**src/rtl/elink_tx_framer_if.sv**
```systemverilog
// eMesh transmit handshake between a transaction source (master) and the eLink TX framer (slave).
interface elink_tx_framer_if;
  logic        tx_access;
  logic        tx_write;
  logic [1:0]  tx_datamode;
  logic [3:0]  tx_ctrlmode;
  logic [31:0] tx_dstaddr;
  logic [31:0] tx_data;
  logic [31:0] tx_srcaddr;
  logic        tx_wait;

  modport master (
    output tx_access, tx_write, tx_datamode, tx_ctrlmode, tx_dstaddr, tx_data, tx_srcaddr,
    input  tx_wait
  );
  modport slave (
    input  tx_access, tx_write, tx_datamode, tx_ctrlmode, tx_dstaddr, tx_data, tx_srcaddr,
    output tx_wait
  );
endinterface

```
**src/rtl/elink_tx_framer.sv**
```systemverilog
// eLink TX framer: one eMesh transaction -> 16-byte packet, emitted as two channel-major
// 72-bit words for the I/O serializer (word0 = B0..B7, word1 = B8..B15).

// One channel of the transpose: slot k's bit LANE lands on field bit 7-k (sent first = slot 0).
module elink_tx_lane #(
  parameter int LANE = 0
) (
  input  logic [7:0][7:0] slots,
  output logic [7:0]      field
);
  always_comb begin
    field = '0;
    for (int k = 0; k < 8; k++) field[7-k] = slots[k][LANE];
  end
endmodule

module elink_tx_framer #(
  parameter int CNT_W = 16
) (
  input  logic             CLK_DIV_IN,
  input  logic             IO_RESET_N,
  input  logic             elink_disable,
  elink_tx_framer_if.slave tx,
  output logic [71:0]      DATA_OUT_FROM_DEVICE,
  output logic             tx_busy,
  output logic [CNT_W-1:0] tx_pkt_cnt
);
  localparam int NUM_LANES = 8;
  localparam int VEC_W     = 8;

  typedef enum logic [1:0] {IDLE, W0, W1} state_t;

  typedef struct packed {
    logic        write;
    logic [1:0]  datamode;
    logic [3:0]  ctrlmode;
    logic [31:0] dstaddr;
    logic [31:0] data;
    logic [31:0] srcaddr;
  } txn_t;

  state_t                          state, state_nxt;
  txn_t                            in_txn, cap, src;
  logic                            accept, pkt_done, send_word;
  logic [15:0][7:0]                pkt;
  logic [7:0][7:0]                 slots;
  logic [NUM_LANES-1:0][VEC_W-1:0] lane_field;
  logic [7:0]                      frame_field;

  assign in_txn = {tx.tx_write, tx.tx_datamode, tx.tx_ctrlmode,
                   tx.tx_dstaddr, tx.tx_data, tx.tx_srcaddr};

  // Only W0 blocks: accepting in W1 lets packets stream with no idle slot.
  assign tx.tx_wait = (state == W0) | elink_disable | ~IO_RESET_N;
  assign accept     = tx.tx_access & ~tx.tx_wait;
  assign send_word  = accept | (state == W0);

  always_ff @(posedge CLK_DIV_IN or negedge IO_RESET_N) begin
    if (!IO_RESET_N) state <= IDLE;
    else             state <= state_nxt;
  end

  always_comb begin
    state_nxt = state;
    pkt_done  = 1'b0;
    case (state)
      IDLE: if (accept) state_nxt = W0;
      W0:   state_nxt = W1;
      W1: begin
        pkt_done  = 1'b1;
        state_nxt = accept ? W0 : IDLE;
      end
      default: state_nxt = IDLE;
    endcase
  end

  // Word0 is built straight from the bus for 1-cycle latency; word1 comes from the capture.
  always_comb begin
    src    = (state == W0) ? cap : in_txn;
    pkt    = '0;
    pkt[1] = {src.ctrlmode, src.datamode, src.write, 1'b1};
    for (int i = 0; i < 4; i++) begin
      pkt[2+i]  = src.dstaddr[31-8*i -: 8];
      pkt[6+i]  = src.data[31-8*i -: 8];
      pkt[10+i] = src.srcaddr[31-8*i -: 8];
    end
    slots       = (state == W0) ? pkt[15:8] : pkt[7:0];
    frame_field = (state == W0) ? 8'hFF : 8'h7F;
  end

  for (genvar c = 0; c < NUM_LANES; c++) begin : g_lane
    elink_tx_lane #(.LANE(c)) u_lane (
      .slots (slots),
      .field (lane_field[c])
    );
  end

  always_ff @(posedge CLK_DIV_IN or negedge IO_RESET_N) begin
    if (!IO_RESET_N) begin
      DATA_OUT_FROM_DEVICE <= '0;
      tx_busy              <= 1'b0;
      tx_pkt_cnt           <= '0;
      cap                  <= '0;
    end else begin
      DATA_OUT_FROM_DEVICE <= send_word ? {frame_field, lane_field} : 72'h0;
      tx_busy              <= send_word;
      if (accept)   cap        <= in_txn;
      if (pkt_done) tx_pkt_cnt <= tx_pkt_cnt + CNT_W'(1);
    end
  end
endmodule

```
**src/flat_wrapper.sv**
```systemverilog
// flat-port wrapper written by rule: the top's interface ports become plain ports
module elink_tx_framer_flat 
#(
  parameter int CNT_W = 16
)
  (CLK_DIV_IN, IO_RESET_N, elink_disable, DATA_OUT_FROM_DEVICE, tx_busy, tx_pkt_cnt, tx_tx_access, tx_tx_write, tx_tx_datamode, tx_tx_ctrlmode, tx_tx_dstaddr, tx_tx_data, tx_tx_srcaddr, tx_tx_wait);
  elink_tx_framer_if tx_i ();
  input  logic CLK_DIV_IN;
  input  logic IO_RESET_N;
  input  logic elink_disable;
  output logic [71:0] DATA_OUT_FROM_DEVICE;
  output logic tx_busy;
  output logic [CNT_W-1:0] tx_pkt_cnt;
  input wire logic [$bits(tx_i.tx_access)-1:0] tx_tx_access;
  input wire logic [$bits(tx_i.tx_write)-1:0] tx_tx_write;
  input wire logic [$bits(tx_i.tx_datamode)-1:0] tx_tx_datamode;
  input wire logic [$bits(tx_i.tx_ctrlmode)-1:0] tx_tx_ctrlmode;
  input wire logic [$bits(tx_i.tx_dstaddr)-1:0] tx_tx_dstaddr;
  input wire logic [$bits(tx_i.tx_data)-1:0] tx_tx_data;
  input wire logic [$bits(tx_i.tx_srcaddr)-1:0] tx_tx_srcaddr;
  output wire logic [$bits(tx_i.tx_wait)-1:0] tx_tx_wait;
  assign tx_i.tx_access = tx_tx_access;
  assign tx_i.tx_write = tx_tx_write;
  assign tx_i.tx_datamode = tx_tx_datamode;
  assign tx_i.tx_ctrlmode = tx_tx_ctrlmode;
  assign tx_i.tx_dstaddr = tx_tx_dstaddr;
  assign tx_i.tx_data = tx_tx_data;
  assign tx_i.tx_srcaddr = tx_tx_srcaddr;
  assign tx_tx_wait = tx_i.tx_wait;
  elink_tx_framer #(.CNT_W(CNT_W)) u_core (.CLK_DIV_IN(CLK_DIV_IN), .IO_RESET_N(IO_RESET_N), .elink_disable(elink_disable), .tx(tx_i), .DATA_OUT_FROM_DEVICE(DATA_OUT_FROM_DEVICE), .tx_busy(tx_busy), .tx_pkt_cnt(tx_pkt_cnt));
endmodule
```
**config.mk**
```make
export PLATFORM = sky130hd
export DESIGN_NAME = elink_tx_framer_flat
export DESIGN_NICKNAME = d
export VERILOG_FILES = /design/src/rtl/elink_tx_framer_if.sv /design/src/rtl/elink_tx_framer.sv /design/src/flat_wrapper.sv
export SDC_FILE = /design/constraint.sdc
export NUM_CORES = 1
export LEC_CHECK = 0
export CAP_MARGIN = 20
export CELL_PAD_IN_SITES_DETAIL_PLACEMENT = 1
export CELL_PAD_IN_SITES_GLOBAL_PLACEMENT = 1
export CORE_ASPECT_RATIO = 1.2
export CORE_UTILIZATION = 37
export CTS_BUF_LIST = sky130_fd_sc_hd__clkbuf_16
export DETAILED_ROUTE_END_ITERATION = 8
export PLACE_DENSITY = 0.85
export SYNTH_ARGS = -nofsm -noshare
export SYNTH_HDL_FRONTEND = slang
export SYNTH_HIERARCHICAL = 1
export SYNTH_SLANG_ARGS = --single-unit
export TNS_END_PERCENT = 5
```
**constraint.sdc**
```tcl
create_clock -name CLK_DIV_IN -period 3.16 [get_ports CLK_DIV_IN]
set_clock_uncertainty 0.2 [all_clocks]
set_input_delay 0.79 -clock CLK_DIV_IN [delete_from_list [all_inputs] [get_ports CLK_DIV_IN]]
set_output_delay 0.79 -clock CLK_DIV_IN [all_outputs]
set_load 0.01 [all_outputs]
```
# [Word-level counts from Yosys, hierarchy flattened]
# Cells that the tools add are included.
[op_classes] n_eq_ne=3 n_reduce_logical=1 n_addsub=1 bitwise_logic=6 n_mux=8
[op_table] cell="two-way mux 103 bit" count=1
[op_table] cell="two-way mux 72 bit" count=1
[op_table] cell="two-way mux 64 bit" count=1
[op_table] cell="adder 16 x 1 -> 16 bit (second input constant)" count=1
[op_table] cell="two-way mux 8 bit" count=1
[op_table] cell="one-hot mux 2 bit (3 select lines)" count=1
[op_table] cell="OR 1 bit" count=3
[op_table] cell="equality test 2 x 1 -> 1 bit (second input constant)" count=1
[op_table] cell="equality test 2 bit (second input constant)" count=1
[op_table] cell="logical NOT 2 bit" count=1
[op_table] cell="two-way mux 1 bit" count=2
[op_table] cell="two-way mux 2 bit" count=1
[op_table] cell="!= test 2 x 1 -> 1 bit (second input constant)" count=1
[op_table] cell="NOT 1 bit" count=2
[op_table] cell="bitwise AND 1 bit" count=1
[word_totals] ff_bits=194

# [Logic depth before layout (Yosys ltp)]
[logic_depth] word_depth=7 ltp_mapped=8 depth_no_buf=5

# [By module]
# Netlist, hierarchy kept.
[modules_own_cells] module="elink_tx_framer" seq_area_each_um2=3303.2 area_per_inst_um2=5545.3 cells_per_inst=467 instances=1
[modules_own_cells] module="elink_tx_lane" seq_area_each_um2=0.0 area_per_inst_um2=60.1 cells_per_inst=8 instances=8

# [Least setup slack after synthesis]
# OpenSTA, ideal clock, no wires.
[synth_timing] path_kind="reg2out" start="reg u_core.state[0]" end="out tx_tx_wait" arrival_time_ns=1.081 path_slack_ns=1.089 required_time_ns=2.170 stages_incl_launch_ff=5 n_path_buf=2 path_cell_list="dfrtp_1 nand2b_4 buf_2 clkbuf_1 nand2_1"
[synth_via] elab_chain_len=3
[synth_lines] item="start, declared" line="elink_tx_framer.sv:42" rtl="state_t state, state_nxt;"
[synth_lines] item="start signal, assigned" line="elink_tx_framer.sv:60" rtl="else state <= state_nxt;"
[synth_lines] item="equality test 2 x 1 -> 1 bit" line="elink_tx_framer.sv:54" rtl="assign tx.tx_wait = (state == W0) | elink_disable | ~IO_RESET_N;"
[synth_lines] item="OR 1 bit (2 in series)" line="elink_tx_framer.sv:54"
[synth_lines] item="end, declared" line="flat_wrapper.sv:21" rtl="output wire logic [$bits(tx_i.tx_wait)-1:0] tx_tx_wait;"
# No other way between the ends.

# [Final worst setup path]
[layout_timing] start="in elink_disable" end="out tx_tx_wait"
[layout_via] elab_chain_len=2
[layout_lines] item="start, declared" line="flat_wrapper.sv:10" rtl="input logic elink_disable;"
[layout_lines] item="OR 1 bit (2 in series)" line="elink_tx_framer.sv:54"
# No other way between the ends.

==> impl_metrics.toml <==
[floorplanning]
die-width_um = 118
start_util_pct = 38.2
core_sq_mm = 0.0158
die_area_sq_mm = 0.0168
rows = 50
io_pins = 197
dieHeight_um = 142

[timing]
maxSlewHeadroom_pct = 50.7
tightest_slew_ns = 0.740
holdWs_ns = 0.276
hold_violations = 0
timing.setup.tns_ns = 0
drv_slew = 0
rsz0062_at_grt = "false"
setup_viol = 0
max_freq_mhz = 342
post-route-min-period_ns = 2.93
finalCritPeriodShare_pct = 92.6

[route]
drt-initial-drc-count = 123
postRouteAntennaNets = 0
via_count = 3983
vias_per_cell = 4.54
first_pass_iters = 4
route.detailed.drc = 0
routedWlPerCell_um = 17.0
drt-total-wl_um = 14900

[clocking]
clk_latency_ns = 0.41
cts_sinks = 132
clock_path_buffers = 2
cts_root_buf = "clkbuf_16"
numCtsBuffers = 17
cts_tree = "built"
post-cts-setup-buffers = 0
clkTransAtPathRegs_ns = 0.06
cts_hold_buf = 0
htree_levels = 4
cts_resized = 0

[setup_path]
arrival_ns = 1.94
critPathLaunchType = "input port"
reg2reg_from = "u_core/state[0]"
reg2reg_to = "u_core/cap[43]"
ff2ff_setup_slack_ns = 1.06
r2r_cells = 5
worst-setup-path-type = "in2out"
critPathCaptureType = "output pin"
cp.required_ns = 2.17
path_max_fanout = 2

[logic_synthesis]
syn_nets = 639
syn_area_sq_mm = 0.00603
syn_inst = 531
synth_seq_area_share_pct = 54.8
synth.distinct_cells = 26
syn_area_per_cell_sq_um = 11.3
synth_warnings = 6
ys_seq_elements = 132

[cells_and_area]
diodes = 0
multi_input_area_sq_mm = 0.00199
layout-drive-gt1-share_pct = 13.5
nFillCells = 1659
seq_area_sq_mm = 0.00330
syn2layout_area_growth_pct = 35.9
final_net_count = 764

[placement]
portBuffers = 196
dpl.hpwl_um = 10100
place_congestion = 0.796

[grt]
gr-usage-met1_pct = 21.0
grt_overflow = 0
grt.met3_usage_pct = 5.23
grt_pass1_vias = 4575
grt_max_degree = 133
met2_usage_pct = 34.7
top_usage_layer = "met2"
grt_antenna_before_repair = 0
globalRouteTotalUtil_pct = 19.2
grt_pass1_wl_um = 24300

[run]
cap_violations = 0

[hold_path]
holdCritPathClass = "in2async"

[power]
power_mw = 4.67
power.density_mw_per_mm2 = 571
p_leak_nw = 3.77
peakVddDrop_mv = 0.276

[status]
status = "finished clean"
==> registers in the layout (all words and copies together), names as in the netlist <==
register	cells
u_core/tx_pkt_cnt	16
u_core/DATA_OUT_FROM_DEVICE	66
u_core/state	2
u_core/cap	48
==> cell usage in the layout (no fill, tap or decap), types with 2 or more instances in the layout <==
cell type	n
nand4_1	2
mux2_4	31
bufinv_16	3
and4_1	3
dfrtp_1	132
and3_1	2
inv_1	2
nor2_1	3
clkinv_4	3
clkinv_2	4
nand3_1	4
mux2_2	18
clkinvlp_4	3
clkbuf_16	17
nand2_1	124
xor2_1	4
buf_12	2
clkdlybuf4s50_1	195
and2_1	90
buf_4	4
xnor2_1	11
nor2b_1	2
==> where the power goes <==
part           total [mW]  internal (mW)  switching, mW
registers            2.01           1.88          0.128
logic               0.696          0.445          0.251
clock network        1.97           1.23          0.740
==> synthesized netlist by cell type (all sizes together) <==
library cell	instances	share of area (%)
dfrtp	132	55
nand2	125	7.8
and2	90	9.3
buf	80	11
mux2	49	11
clkbuf	16	1.1
xnor2	11	1.6
nand3	4	0.33
nor2	4	0.37
xor2	4	0.58
and4	3	0.44
and3	2	0.21
inv	2	0.17
nand2b	2	0.33
nand4	2	0.21
nor2b	2	0.21
ha	1	0.21
nand3b	1	0.12
nand4b	1	0.15
==> per-stage QoR <==
step / std cells / cell area [sq um] / setup WS [ns] / util, %
floorplan: 531 / 6030 / 1.09 / -
global placement: 845 / 7600 / 0.282 / 48.2
detailed placement: 845 / 7600 / 0.250 / 48.2
CTS: 877 / 8190 / 0.246 / 51.9
global route: 877 / 8190 / 0.189 / 51.9
finish: 877 / 8190 / 0.234 / 51.9
==> logic make-up (layout without fill, tap and decap cells) <==
kind of cell,after synthesis,after routing,synth area share (%)
mux,49,49,11.1
fa+ha+maj,1,1,0.208
xor+xnor,15,15,2.18
simple gates,236,236,19.5
flops,132,132,54.8
buf+inv,98,236,12.2
==> worst max-delay path, cell delays in order <==
cell and delay (ns):
clkdlybuf4s50_1 0.41, nor2b_1 0.18, nand2_1 0.07, clkdlybuf4s50_1 0.47
==> metal layers <==
metal / vias up / routed length [um]
met1: 1983 / 5740
met4: 0 / 396
met5: - / 0
met2: 140 / 7950
li1: 1836 / -
met3: 24 / 825
==> how the worst max path moves through the flow <==
| stage | slack, ns | start | end |
|---|---|---|---|
| floorplan | 1.09 | u_core/state[0] | tx_tx_wait |
| CTS | 0.25 | elink_disable | tx_tx_wait |
| finish | 0.23 | elink_disable | tx_tx_wait |
| global placement | 0.28 | elink_disable | tx_tx_wait |
| global route | 0.19 | elink_disable | tx_tx_wait |
| detailed placement | 0.25 | elink_disable | tx_tx_wait |
==> cell type report <==
| type | count | share of cell area (%) |
|---|---|---|
| Multi-Input combinational cell | 301 | 24.3 |
| Clock inverter | 15 | 2.03 |
| Clock buffer | 17 | 5.20 |
| Sequential cell | 132 | 40.3 |
| Timing Repair Buffer | 202 | 24.8 |
| Inverter | 2 | 0.122 |
| Tap cell | 208 | 3.18 |
Note: power is estimated with default switching activity, not from simulation.
